===== config.mk =====
export PLATFORM = sky130hd
export DESIGN_NAME = hazard_stall_unit
export DESIGN_NICKNAME = d
export VERILOG_FILES = /design/src/rtl/hazard_stall_unit_pkg.sv /design/src/rtl/hazard_stall_unit_compare.sv /design/src/rtl/hazard_stall_unit.sv
export SDC_FILE = /design/constraint.sdc
export NUM_CORES = 1
export LEC_CHECK = 0
export BUFFER_PORTS_ARGS = -buffer_cell sky130_fd_sc_hd__buf_2
export CORE_UTILIZATION = 35
export CTS_BUF_LIST = sky130_fd_sc_hd__clkbuf_8
export DETAILED_ROUTE_END_ITERATION = 8
export HOLD_SLACK_MARGIN = 0.12
export PLACE_DENSITY = 0.62
export SKIP_CTS_REPAIR_TIMING = 1
export SLEW_MARGIN = 20
export SYNTH_ARGS = -nofsm -noshare
export SYNTH_HDL_FRONTEND = slang
export SYNTH_SLANG_ARGS = --single-unit

===== constraint.sdc =====
create_clock -name clk -period 2.2 [get_ports clk]
set_input_delay 0.11 -clock clk [delete_from_list [all_inputs] [get_ports clk]]
set_output_delay 0.11 -clock clk [all_outputs]
set_load 0.005 [all_outputs]

===== src/rtl/hazard_stall_unit_pkg.sv =====
// Shared LC-3b types for the hazard/stall controller.
//   lc3b_opcode      : 4-bit instruction opcode (op_*)
//   lc3b_reg         : 3-bit register index R0..R7
//   lc3b_stall_state : stall controller FSM state
//   is_load()        : true for opcodes that read data memory into a register
package hazard_stall_unit_pkg;

   typedef enum logic [3:0] {
      op_br   = 4'b0000,
      op_add  = 4'b0001,
      op_ldb  = 4'b0010,
      op_stb  = 4'b0011,
      op_jsr  = 4'b0100,
      op_and  = 4'b0101,
      op_ldr  = 4'b0110,
      op_str  = 4'b0111,
      op_rti  = 4'b1000,
      op_not  = 4'b1001,
      op_ldi  = 4'b1010,
      op_sti  = 4'b1011,
      op_jmp  = 4'b1100,
      op_shf  = 4'b1101,
      op_lea  = 4'b1110,
      op_trap = 4'b1111
   } lc3b_opcode;

   typedef logic [2:0] lc3b_reg;

   typedef enum logic {
      S_IDLE   = 1'b0,
      S_BUBBLE = 1'b1
   } lc3b_stall_state;

   // STI/STB/STR also touch memory but write no register, so they are excluded.
   function automatic logic is_load(lc3b_opcode op);
      return (op == op_ldb) || (op == op_ldr) || (op == op_ldi);
   endfunction

endpackage


===== src/rtl/hazard_stall_unit_compare.sv =====
// Combinational read-after-write comparator between the ID-stage sources
// and the destination of a load sitting in EX.
//   id_sr1/id_sr1_used, id_sr2/id_sr2_used : ID source registers and read enables
//   ex_opcode/ex_dest/ex_regwrite          : EX instruction
//   hazard                                 : true RAW dependency on a load result
//   ex_is_ldi                              : EX op is LDI (needs extra bubbles)
module hazard_compare
   import hazard_stall_unit_pkg::*;
(
   input  logic [2:0] id_sr1,
   input  logic       id_sr1_used,
   input  logic [2:0] id_sr2,
   input  logic       id_sr2_used,
   input  logic [3:0] ex_opcode,
   input  logic [2:0] ex_dest,
   input  logic       ex_regwrite,
   output logic       hazard,
   output logic       ex_is_ldi
);

   lc3b_opcode op;
   logic       sr1_match;
   logic       sr2_match;

   assign op        = lc3b_opcode'(ex_opcode);
   assign sr1_match = id_sr1_used && (id_sr1 == ex_dest);
   assign sr2_match = id_sr2_used && (id_sr2 == ex_dest);
   assign hazard    = is_load(op) && ex_regwrite && (sr1_match || sr2_match);
   assign ex_is_ldi = (op == op_ldi);

endmodule


===== src/rtl/hazard_stall_unit.sv =====
// Load-use and memory-wait stall controller for the 5-stage LC-3b pipeline.
// Stalls IF/ID for nb bubbles on a load-use RAW hazard (extra for LDI),
// follows every bubble run with one unstalled guard cycle, freezes the whole
// pipe on I/D memory waits, cancels pending bubbles on flush, and counts
// stalled cycles in a saturating counter.
// Ports:
//   clk, rst                 : clock, async active-high reset
//   id_sr1/_used, id_sr2/_used: ID-stage source registers and read enables
//   ex_opcode, ex_dest, ex_regwrite : EX-stage instruction
//   imem_busy, dmem_busy     : memory wait requests
//   flush                    : taken branch/jump squashes younger stages
//   stall_front              : hold PC and IF/ID
//   bubble_ex                : load NOP into ID/EX
//   freeze_all               : hold every pipeline register
//   stall_count              : saturating count of stalled/frozen cycles
module hazard_stall_unit
   import hazard_stall_unit_pkg::*;
#(
   parameter int LOAD_BUBBLES = 1,
   parameter int LDI_EXTRA    = 1,
   parameter int CNT_W        = 3,
   parameter int PERF_W       = 16
) (
   input  logic              clk,
   input  logic              rst,
   input  logic [2:0]        id_sr1,
   input  logic              id_sr1_used,
   input  logic [2:0]        id_sr2,
   input  logic              id_sr2_used,
   input  logic [3:0]        ex_opcode,
   input  logic [2:0]        ex_dest,
   input  logic              ex_regwrite,
   input  logic              imem_busy,
   input  logic              dmem_busy,
   input  logic              flush,
   output logic              stall_front,
   output logic              bubble_ex,
   output logic              freeze_all,
   output logic [PERF_W-1:0] stall_count
);

   lc3b_stall_state   state_q, state_d;
   logic [CNT_W-1:0]  cnt_q, cnt_d;
   logic [PERF_W-1:0] stall_count_q, stall_count_d;
   logic              hazard;
   logic              ex_is_ldi;
   logic [CNT_W-1:0]  nb;

   hazard_compare u_cmp (
      .id_sr1      (id_sr1),
      .id_sr1_used (id_sr1_used),
      .id_sr2      (id_sr2),
      .id_sr2_used (id_sr2_used),
      .ex_opcode   (ex_opcode),
      .ex_dest     (ex_dest),
      .ex_regwrite (ex_regwrite),
      .hazard      (hazard),
      .ex_is_ldi   (ex_is_ldi)
   );

   assign nb = CNT_W'(LOAD_BUBBLES) + (ex_is_ldi ? CNT_W'(LDI_EXTRA) : '0);

   // Next state and outputs. Priority: memory wait > flush > hazard.
   always_comb begin
      state_d     = state_q;
      cnt_d       = cnt_q;
      stall_front = 1'b0;
      bubble_ex   = 1'b0;
      freeze_all  = 1'b0;
      if (rst) begin
         // Outputs stay quiet for the whole reset window.
         state_d = S_IDLE;
         cnt_d   = '0;
      end else if (imem_busy || dmem_busy) begin
         // Whole pipe holds, so the bubble schedule holds with it.
         freeze_all = 1'b1;
      end else begin
         case (state_q)
            S_IDLE: begin
               if (!flush && hazard) begin
                  // First bubble is issued in the detecting cycle itself.
                  stall_front = 1'b1;
                  bubble_ex   = 1'b1;
                  cnt_d       = nb - CNT_W'(1);
                  state_d     = S_BUBBLE;
               end
            end
            S_BUBBLE: begin
               if (flush) begin
                  cnt_d   = '0;
                  state_d = S_IDLE;
               end else if (cnt_q != '0) begin
                  stall_front = 1'b1;
                  bubble_ex   = 1'b1;
                  cnt_d       = cnt_q - CNT_W'(1);
               end else begin
                  // Guard cycle: EX still shows the stale load, so the
                  // hazard check is skipped to avoid re-triggering.
                  state_d = S_IDLE;
               end
            end
            default: begin
               state_d = S_IDLE;
               cnt_d   = '0;
            end
         endcase
      end
   end

   always_comb begin
      stall_count_d = stall_count_q;
      if ((stall_front || freeze_all) && !(&stall_count_q))
         stall_count_d = stall_count_q + PERF_W'(1);
   end

   always_ff @(posedge clk or posedge rst) begin
      if (rst) begin
         state_q       <= S_IDLE;
         cnt_q         <= '0;
         stall_count_q <= '0;
      end else begin
         state_q       <= state_d;
         cnt_q         <= cnt_d;
         stall_count_q <= stall_count_d;
      end
   end

   assign stall_count = stall_count_q;

endmodule


== Yosys cells after proc, flatten, opt, wreduce, memory -nomap -nowiden ==
Cells that the tools add are included.
W data, S select, Z words.

* Add/sub/neg operators: 4
* Multipliers: 0
* Divide/modulo/power cells: 0
* Magnitude comparators: 0
* Equal/unequal tests: 8
* Shifts and indexed selects: 0
* Muxes and demuxes: 17
* Bitwise operators: 1
* Reduce and logical (&&, ||, !) cells: 16

{| class="wikitable"
|+ Operators with widths
! cell !! number
|-
| $add A16 B1 Y16 const B || 1
|-
| $reduce_and A16 Y1 || 1
|-
| $mux W3 || 5
|-
| $mux W1 || 10
|-
| $eq A3 B3 Y1 || 2
|-
| $logic_and A1 B1 Y1 || 6
|-
| $pmux W3 S2 || 1
|-
| $logic_or A1 B1 Y1 || 5
|-
| $eq A4 B2 Y1 const B || 1
|-
| $eq A4 B3 Y1 const B || 1
|-
| $eq A4 B4 Y1 const B || 1
|-
| $ne A4 B3 Y1 const B || 1
|-
| $ne A3 B3 Y1 const B || 1
|-
| $reduce_and A3 Y1 || 1
|-
| $reduce_bool A3 Y1 || 1
|-
| $sub A2 B1 Y3 const B || 1
|-
| $sub A3 B1 Y3 const B || 1
|-
| $add A1 B1 Y2 const A || 1
|-
| $logic_not A1 Y1 || 2
|-
| $ne A2 B2 Y1 const B || 1
|-
| $pmux W1 S2 || 1
|-
| $not A1 Y1 || 1
|}

* Flip-flop bits (word level): 20
* Bits in latches: 0
* Memory bits (writable): 0
* ROM bits: 0
* Output and inout port bits: 19
* Memories kept: 0

== Longest topological paths before layout ==
Gate-level depths: netlist of run 1.

* Word-level depth: 12
* Depth in mapped cells: 8
* Depth with buffers taken out: 8

== By module ==
From an unflattened synthesis of run 1, not the netlist that was laid out.

* Cells, all modules: 126
* Area, all modules: 1,256.2 um^2

{| class="wikitable"
|+ By module, submodules not included
! module !! instances !! cells an instance !! area each (um^2) !! seq. area each (um^2)
|-
| hazard_stall_unit || 1 || 114 || 1,163.6 || 500.5
|-
| hazard_compare || 1 || 12 || 92.6 || 0.0
|}

== Least setup slack after synthesis of run 1 ==
OpenSTA, ideal clock, no wires.

* Path kind: register to register
* Start: reg stall_count_q[0] (netlist: stall_count[0])
* End: reg stall_count_q[1] (netlist: stall_count[1])
* Library setup time: 125 ps
* Data arrival time: 1,556 ps
* Data required time: 2,075 ps
* Slack: 519 ps
* Cell stages (with the launch flop): 7
* Buffers on the path: 0
* Clock period less this slack: 1,681 ps
* Path through: dfrtp_1 ha_1 nand4_2 and4bb_1 nor2_2 o21ai_4 mux2_4

* Longest elaborated chain between the ends: 3
* Elaborated cells between the ends (all ways): 4
* Classes of those cells: 1 x add/sub; 3 x reduce/logical

{| class="wikitable"
|+ RTL lines
! element !! RTL line !! text
|-
| from (decl) || hazard_stall_unit.sv:44 || <nowiki>logic [PERF_W-1:0] stall_count_q, stall_count_d;</nowiki>
|-
| from (signal assigned) || hazard_stall_unit.sv:124 || <nowiki>stall_count_q <= stall_count_d;</nowiki>
|-
| branches (longest 3 deep; another with $add A16 B1 Y16) || n/a ||
|}

Several ways; the timed one is not identified.
A chain may end at the register's enable or synchronous reset.

== Final worst setup path of run 1 ==
* Start: reg cnt_q[0]
* End: out bubble_ex

* Longest elaborated chain between the ends: 6

{| class="wikitable"
|+ RTL lines
! element !! RTL line !! text
|-
| from (decl) || hazard_stall_unit.sv:43 || <nowiki>logic [CNT_W-1:0] cnt_q, cnt_d;</nowiki>
|-
| from (signal assigned) || hazard_stall_unit.sv:123 || <nowiki>cnt_q <= cnt_d;</nowiki>
|-
| $reduce_bool A3 Y1 || hazard_stall_unit.sv:92 || <nowiki>end else if (cnt_q != '0) begin</nowiki>
|-
| $mux W1 || hazard_stall_unit.sv:92 ||
|-
| $mux W1 || hazard_stall_unit.sv:89 || <nowiki>if (flush) begin</nowiki>
|-
| $pmux W1 S2 || hazard_stall_unit.sv:78 || <nowiki>case (state_q)</nowiki>
|-
| $mux W1 || hazard_stall_unit.sv:74 || <nowiki>end else if (imem_busy || dmem_busy) begin</nowiki>
|-
| $mux W1 || hazard_stall_unit.sv:70 || <nowiki>if (rst) begin</nowiki>
|-
| to (decl) || hazard_stall_unit.sv:37 || <nowiki>output logic bubble_ex,</nowiki>
|}

Every way passes these cells.

==> impl_metrics.toml, run 1 <==
[critical_path]
rr_startpoint = "stall_count[0]"
r2r_cells = 6
critPathArrivalTime_ns = 1.76
cp.required_ns = 2.09
worst_setup_path_start_kind = "flop"
crit_fanout = 6
worst_setup_path_startpoint = "cnt_q[0]"
timing_worst_setup_path_type = "reg -> out"
endpoint_kind = "primary output"

[floorplanning]
dieHeight_um = 61.8
start_util_pct = 37.0
core.rowCount = 21
core_area_um2 = 3390
die_area_um2 = 3820
io_pins = 40
die_w_um = 61.8

[routing]
avgRoutedWirePerCell_um = 12.7
postRouteWirelength_um = 2660
vias = 1047
detail_route.drc_violations = 0
first_pass_iters = 4
detail_route.iter0.violations = 55
vias_per_cell = 5.01
postRouteAntennaNets = 0

[cells_and_area]
filler_cells_inserted = 325
stdcell_area_um2 = 1560
final_layout_size_suffix_gt1_share_pct = 37.4
area_growth_syn_to_layout_pct = 24.5
final_net_count = 188
finalCoreUtilization_pct = 46.0
n_antenna_cell = 0

[timing]
timing.final.hold_violations = 0
slew_viol_final = 0
postLayoutSetupSlackWorst_ns = 0.327
max_slew_margin_pct = 71.4
transition_time_at_the_pin_with_the_least_slew_margin_ns = 0.427
clock.fmax_mhz = 534
timing.final.setup_violations = 0
fin_worst_hold_slack_ns = 0.305
totalNegativeSetupSlack_ns = 0
final_period_minus_worst_setup_slack_ns = 1.87
rsz0062_at_grt = "false"
finalCritPeriodShare_pct = 85.1
max_clock_skew_ns = 0.00755

[yosys]
ys_warn_count = 0
postSynth.topFlopCell = "sky130_fd_sc_hd__dfrtp_1"
number_of_synthesized_flops_with_an_enable_pin = 0
ys_async_sr_fraction_pct = 100
synth.area.top_cells = "sky130_fd_sc_hd__dfrtp_1 40%, sky130_fd_sc_hd__xnor2_1 9.1%, sky130_fd_sc_hd__xor2_1 4.9%"
synth_cell_types = 41
synth.avg_cell_area_um2 = 10.4
post_synth_and_or_nand_nor_area_fraction_pct = 28.0
synth.cell_area_um2 = 1250
synth_top_area_share_pct = 40.0
yosys-mux-area-fraction_pct = 2.10
netlist.top_cell.by_area = "sky130_fd_sc_hd__dfrtp_1"
post_synth_xor_area_fraction_pct = 14.0
postSynthCellCount = 120
synth_compound_gate_area_share_pct = 9.69
syn_nets = 144
synth_top_family_by_area = "simple AND/OR/NAND/NOR gates"
synth-adder-area-share_pct = 3.00
synth_sequential_area_ratio_pct = 40.0
postSynthRegisterBits = 20

[global_routing]
grt_first_pass_wirelength_um = 4230
number_of_antenna_violations_at_the_first_check_in_global_routing = 0
grt_pass1_vias = 979
met3_usage_pct = 4.35
grt_busiest_layer = "met2"
grt_overflow_total = 0
use_met2_pct = 27.6
grt.met1_usage_pct = 16.7
pin_count_of_the_biggest_net_entering_global_routing = 22
grt_util_all_layers_pct = 15.0

[clock_network]
clock_sink_count = 20
max-clock-path-buffers = 2
number_of_buffers_inserted_during_clock_tree_synthesis = 3
tritoncts_clock_tree = "built"
clk-insertion-delay-late_ns = 0.25
root_buffer = "sky130_fd_sc_hd__clkbuf_8"
cts-htree-levels = 1
clk_pin_slew_ns = 0.08

[run]
maxCapViolations = 0

[power_and_ir_drop]
ir_drop_uv = 192
leakage_uw = 0.000747
power-per-cell-area_nw_per_um2 = 693

[placed_design]
instance_area_at_placement_um2 = 1490
hpwl_after_dpl_um = 2180
placement.io_buffers = 39
placement_stage_worst_setup_slack_ns = 0.377
gp_congestion = 0.820

[hold_path]
hp-class = "in -> reg"
hold_path.startpoint = "imem_busy"
whs_path_depth = 5

[outcome]
run_status = "complete, no violations"
-- cell families (layout without fill, tap and decap cells) --
logic type | Yosys count | after routing
xor gates and xnor gates | 20 | 20
and+or+nand+nor | 53 | 53
DFF | 20 | 20
AOI/OAI and AO/OA | 14 | 14
buffers and inverters | 8 | 51
adders and majority gates | 3 | 3
muxes | 2 | 2
-- synth_stat cells, types with 2 or more instances --
| cell type | number |
|---|---|
| sky130_fd_sc_hd__xor2_1 | 7 |
| sky130_fd_sc_hd__inv_1 | 6 |
| sky130_fd_sc_hd__nand4_1 | 6 |
| sky130_fd_sc_hd__a21oi_1 | 3 |
| sky130_fd_sc_hd__dfrtp_1 | 20 |
| sky130_fd_sc_hd__o21ai_0 | 2 |
| sky130_fd_sc_hd__nand3_1 | 5 |
| sky130_fd_sc_hd__nor2_1 | 11 |
| sky130_fd_sc_hd__ha_1 | 3 |
| sky130_fd_sc_hd__nor3_1 | 3 |
| sky130_fd_sc_hd__and4_4 | 2 |
| sky130_fd_sc_hd__nand2_1 | 7 |
| sky130_fd_sc_hd__xnor2_1 | 13 |
| sky130_fd_sc_hd__and3_1 | 5 |
-- layout by cell type, fill, tap and decap left out, drive strengths merged, types with 2 or more instances in the layout --
cell,count
xnor2,13
mux2,2
nand4,7
o21ai,4
a211oi,2
buf,40
nand3,6
a21oi,3
xor2,7
and4,3
dfrtp,20
nand2,7
ha,3
nor3,4
inv,6
and3,6
nor2,12
clkbuf,4
-- metal layers --
metal,vias to the layer above,part of all wire (%)
met3,2,6.5
li1,510,-
met2,36,52
met1,499,41
met5,-,0
met4,0,0.49
-- flip-flops by register name (all words and copies together), names as in the netlist --
name         count
stall_count     16
cnt_q            3
state_q          1
-- worst paths after layout --
check / end / slack [ns]
worst min-delay path: state_q / 0.30
min in group asynchronous: stall_count[4] / 0.56
worst max-delay path: bubble_ex / 0.33
worst min register to register: stall_count[10] / 0.49
worst max register to register: stall_count[1] / 0.36
max in group asynchronous: cnt_q[0] / 1.42
-- power breakdown --
group	total (uW)	switching [uW]	internal (uW)
clock network	272	113	159
registers	535	100	435
logic	273	124	149
-- critical path, stage by stage (launching register included) --
cell,delay [ns]
sky130_fd_sc_hd__dfrtp_1,0.37
sky130_fd_sc_hd__inv_1,0.07
sky130_fd_sc_hd__ha_1,0.21
sky130_fd_sc_hd__nand2b_2,0.09
sky130_fd_sc_hd__nand3_1,0.23
sky130_fd_sc_hd__a211oi_1,0.37
sky130_fd_sc_hd__buf_2,0.18
-- metrics by stage --
step / power (uW) / cells
finish: 1080 / 209
global route: 1150 / 209
floorplan: 677 / 120
detailed placement: 818 / 204
global placement: 799 / 204
CTS: 1100 / 208
-- cell type report --
class | instances | area [um^2] | share of cell area (%)
multi-input cells | 92 | 711 | 45.6
flip-flops and latches | 20 | 500 | 32.1
repair buffers | 41 | 213 | 13.6
well taps | 46 | 57.6 | 3.69
clock buffers | 4 | 55.1 | 3.53
inverters | 6 | 22.5 | 1.44
Power figures use the tool's default switching activity.
==> run 2, diff against run 1 <==
--- a/config.mk
+++ b/config.mk
@@ -10,7 +10,7 @@
 export CTS_BUF_LIST = sky130_fd_sc_hd__clkbuf_8
 export DETAILED_ROUTE_END_ITERATION = 8
 export HOLD_SLACK_MARGIN = 0.12
-export PLACE_DENSITY = 0.62
+export PLACE_DENSITY_LB_ADDON = 0.25
 export SKIP_CTS_REPAIR_TIMING = 1
 export SLEW_MARGIN = 20
 export SYNTH_ARGS = -nofsm -noshare
==> impl_metrics.toml, run 2 (same netlist as run 1, synthesis figures left out) <==
[placed_design]
place.detailed.instances = 204
gp_congestion = 0.834
hpwl_after_dpl_um = 2030
placement.io_buffers = 39
placement_stage_worst_setup_slack_ns = 0.377

[timing]
transition_time_at_the_pin_with_the_least_slew_margin_ns = 0.442
clock.fmax_mhz = 535
final_period_minus_worst_setup_slack_ns = 1.87
max_slew_margin_pct = 70.5
postLayoutSetupSlackWorst_ns = 0.330
timing.final.setup_violations = 0
slew_viol_final = 0
finalCritPeriodShare_pct = 85.0
max_clock_skew_ns = 0.00315
totalNegativeSetupSlack_ns = 0
timing.final.hold_violations = 0
fin_worst_hold_slack_ns = 0.271
rsz0062_at_grt = "false"

[clock_network]
cts-htree-levels = 1
clock_sink_count = 20
clk_pin_slew_ns = 0.08
clk-insertion-delay-late_ns = 0.26
max-clock-path-buffers = 2
number_of_buffers_inserted_during_clock_tree_synthesis = 3
tritoncts_clock_tree = "built"
root_buffer = "sky130_fd_sc_hd__clkbuf_8"

[routing]
postRouteAntennaNets = 0
avgRoutedWirePerCell_um = 12.1
postRouteWirelength_um = 2540
vias_per_cell = 4.93
detail_route.drc_violations = 0
detail_route.iter0.violations = 28
vias = 1031
first_pass_iters = 4

[run]
maxCapViolations = 0

[global_routing]
pin_count_of_the_biggest_net_entering_global_routing = 22
grt_util_all_layers_pct = 15.1
grt_pass1_vias = 1013
number_of_antenna_violations_at_the_first_check_in_global_routing = 0
grt_first_pass_wirelength_um = 4230
grt_overflow_total = 0

[power_and_ir_drop]
ir_drop_uv = 304
report.power.total_uw = 1170
cell_internal_pwr_uw = 826
seq_power_share_pct = 45.5
power_frac_clock_pct = 31.5
power.share.switching_pct = 29.3
pwr-share-comb_pct = 23.0
power-per-cell-area_nw_per_um2 = 741
leakage_uw = 0.000754
switchingPower_uw = 342

[cells_and_area]
final_layout_size_suffix_gt1_share_pct = 37.4
area_of_the_multi_input_gates_um2 = 711
final_net_count = 188
area_growth_syn_to_layout_pct = 25.8
layout.cells.non_filler = 209
area.sequential_um2 = 500
most-common-layout-cells = "39 x sky130_fd_sc_hd__buf_2, 20 x sky130_fd_sc_hd__dfrtp_1, 13 x sky130_fd_sc_hd__xnor2_1"
n_antenna_cell = 0
layout_commonest_cell = "sky130_fd_sc_hd__buf_2"
filler_cells_inserted = 351
largest_reg_flops = 16

[critical_path]
worst_setup_path_start_kind = "flop"
cpLargestDelayFamily = "flip-flops"
count_of_buffering_cells_on_the_critical_path_with_inverters_included = 2
worstPathCellList = "inv_1, ha_1, nand2b_2, nand3_1, a211oi_1, buf_2"
slowest_stage = "sky130_fd_sc_hd__dfrtp_1"
timing_worst_setup_path_type = "reg -> out"
rrSetupSlack_ns = 0.39
cp.required_ns = 2.09
critPathArrivalTime_ns = 1.76
worst_path_largest_cell_delay_ns = 0.37
crit_fanout = 6
endpoint_kind = "primary output"

[hold_path]
hp-class = "in -> reg"

[floorplanning]
dieHeight_um = 61.8
die_w_um = 61.8
die_area_um2 = 3820
start_util_pct = 37.0
io_pins = 40
core_area_um2 = 3390
core.rowCount = 21

[outcome]
run_status = "complete, no violations"
-- run 2: changes by cell type in the layout (fill, tap and decap cells not counted), sizes merged --
cell / before / now
clkbuf: 4 / 3
bufinv: 0 / 1
-- run 2: tightest hold or removal path, cell delays in order --
cell and delay, ns:
sky130_fd_sc_hd__buf_2 0.11, sky130_fd_sc_hd__nor4b_1 0.06, sky130_fd_sc_hd__o21ai_0 0.10, sky130_fd_sc_hd__a311oi_1 0.11
-- run 2: metrics by stage --
stage	util, %	area, um^2
after floorplan	-	1250
after global placement	44.1	1490
after CTS	46.2	1570
after global routing	46.5	1580
final	46.5	1580
after detailed placement	44.1	1490
-- run 2: path summary, 6_finish.rpt --
path	startpoint	cells after the start	to
setup / recovery	cnt_q[0]	6	bubble_ex
hold / removal	ex_opcode[2]	4	cnt_q[0]
setup reg to reg	cnt_q[0]	7	stall_count[1]
hold reg to reg	cnt_q[0]	1	cnt_q[0]
max in group asynchronous	rst	4	stall_count[9]
min in group asynchronous	rst	4	state_q
-- run 2: layout make-up --
type / count / area share, %
well taps: 46 / 3.65
clock inverters: 1 / 1.91
flip-flops and latches: 20 / 31.8
repair buffers: 41 / 13.5
multi-input cells: 92 / 45.1
clock buffers: 3 / 2.62
inverters: 6 / 1.43
-- run 2: power groups by stage --
stage	sequential [uW]	combinational (uW)	clock [uW]
floorplan	529	148	0
global placement	533	263	0
detailed placement	542	272	0
global route	547	309	391
CTS	534	274	377
finish	531	268	368
-- run 2: per-layer routing --
metal | wire length [um] | vias to the layer above | share of wire, % | global-route usage [%]
li1 | - | 512 | - | -
met1 | 1140 | 489 | 45 | 17.5
met2 | 1280 | 28 | 50 | 26.9
met3 | 99 | 2 | 3.9 | 2.90
met4 | 19 | 0 | 0.75 | 6.67
met5 | 0 | - | 0 | 0
==> run 3, diff against run 2 <==
==> constraint.sdc (replaced) <==
create_clock -name clk -period 1.95 [get_ports clk]
set_input_delay 0.0975 -clock clk [delete_from_list [all_inputs] [get_ports clk]]
set_output_delay 0.0975 -clock clk [all_outputs]
set_load 0.005 [all_outputs]
==> impl_metrics.toml, run 3 (same netlist as run 1, synthesis figures left out) <==
[cells_and_area]
final_net_count = 188
finalCoreUtilization_pct = 46.6
area_growth_syn_to_layout_pct = 26.2
most-common-layout-cells = "39 x sky130_fd_sc_hd__buf_2, 20 x sky130_fd_sc_hd__dfrtp_1, 13 x sky130_fd_sc_hd__xnor2_1"
layout_commonest_cell = "sky130_fd_sc_hd__buf_2"
n_antenna_cell = 0
area.sequential_um2 = 500
largest_reg_flops = 16
filler_cells_inserted = 350
area_of_the_multi_input_gates_um2 = 716
final_layout_size_suffix_gt1_share_pct = 38.0
stdcell_area_um2 = 1580

[routing]
postRouteWirelength_um = 2530
avgRoutedWirePerCell_um = 12.1
first_pass_iters = 4
detail_route.drc_violations = 0
vias_per_cell = 4.93
postRouteAntennaNets = 0
vias = 1031
detail_route.iter0.violations = 28

[timing]
final_period_minus_worst_setup_slack_ns = 1.84
transition_time_at_the_pin_with_the_least_slew_margin_ns = 0.438
max_slew_margin_pct = 70.7
timing.final.setup_violations = 0
timing.final.hold_violations = 0
fin_worst_hold_slack_ns = 0.260
clock.fmax_mhz = 543
max_clock_skew_ns = 0.00188
slew_viol_final = 0
finalCritPeriodShare_pct = 94.4

[floorplanning]
dieHeight_um = 61.8
start_util_pct = 37.0
core.rowCount = 21
die_area_um2 = 3820
io_pins = 40
die_w_um = 61.8
core_area_um2 = 3390

[critical_path]
critPathArrivalTime_ns = 1.99
timing_worst_setup_path_type = "reg -> reg"
cp.required_ns = 2.10
slowest_stage = "sky130_fd_sc_hd__dfrtp_1"
worstPathCellList = "inv_1, ha_1, nand2b_2, nand3_1, nand2_1, o21ai_4, mux2_4"
worst_setup_path_start_kind = "flop"
crit_fanout = 7
worst_path_largest_cell_delay_ns = 0.39
endpoint_kind = "flop"

[power_and_ir_drop]
report.power.total_uw = 1320
leakage_uw = 0.000755
power-per-cell-area_nw_per_um2 = 833
ir_drop_uv = 344

[clock_network]
tritoncts_clock_tree = "built"
clock_sink_count = 20
cts-htree-levels = 1
number_of_buffers_inserted_during_clock_tree_synthesis = 3
root_buffer = "sky130_fd_sc_hd__clkbuf_8"
clk-insertion-delay-late_ns = 0.25
max-clock-path-buffers = 2
clk_pin_slew_ns = 0.08

[outcome]
run_status = "complete, no violations"

[global_routing]
number_of_antenna_violations_at_the_first_check_in_global_routing = 0
grt_pass1_vias = 1013
grt_overflow_total = 0
grt_util_all_layers_pct = 15.1
grt_first_pass_wirelength_um = 4230
pin_count_of_the_biggest_net_entering_global_routing = 22

[placed_design]
placement.io_buffers = 39
gp_congestion = 0.834
instance_area_at_placement_um2 = 1490
hpwl_after_dpl_um = 2030

[hold_path]
hp-class = "in -> reg"

[run]
maxCapViolations = 0
-- run 3: cell types whose count changed in the layout (fill, tap and decap cells not counted) --
cell	before	now
sky130_fd_sc_hd__a211oi_2	0	1
sky130_fd_sc_hd__a211oi_1	1	0
-- run 3: report_power, final --
group	internal, uW	switching [uW]	total, uW
clock network	274	139	413
registers	490	110	600
logic	168	136	303
-- run 3: path summary, 6_finish.rpt --
kind	start	endpoint	slack [ns]	cells after the start
worst max register to register	cnt_q[0]	stall_count[1]	0.11	7
max in group asynchronous	rst	stall_count[9]	1.20	4
worst max-delay path	cnt_q[0]	stall_count[1]	0.11	7
worst min register to register	cnt_q[0]	cnt_q[0]	0.49	1
min in group asynchronous	rst	stall_count[1]	0.54	4
worst min-delay path	ex_opcode[2]	cnt_q[0]	0.26	4
-- run 3: layout make-up --
cell class	count	share of cell area (%)
multi-input combinational	92	45.3
sequential	20	31.7
timing repair buffer	41	13.5
tap	46	3.64
clock buffer	3	2.61
clock inverter	1	1.90
inverter	6	1.43
-- run 3: critical path, delay by kind of cell, from the launching register on --
family          cells  cell delay (ns)
simple gates        3             0.48
flops               1             0.39
mux                 1             0.32
compound gates      1             0.27
buf+inv             1             0.10
fa+ha+maj           1             0.17
-- run 3: metrics by stage --
step | instances | TNS, ns | setup WS, ns
after global routing | 209 | -0.0107 | -0.0107
after global placement | 204 | 0 | 0.204
final | 209 | 0 | 0.109
after detailed placement | 204 | 0 | 0.127
after CTS | 208 | 0 | 0.0855
after floorplan | 120 | 0 | 0.269
-- run 3: metal layers --
metal	global-route usage (%)	wire (um)	up-vias
met3	2.90	91	2
met1	17.5	1130	490
li1	-	-	513
met4	6.67	19	0
met5	0	0	-
met2	26.9	1280	26
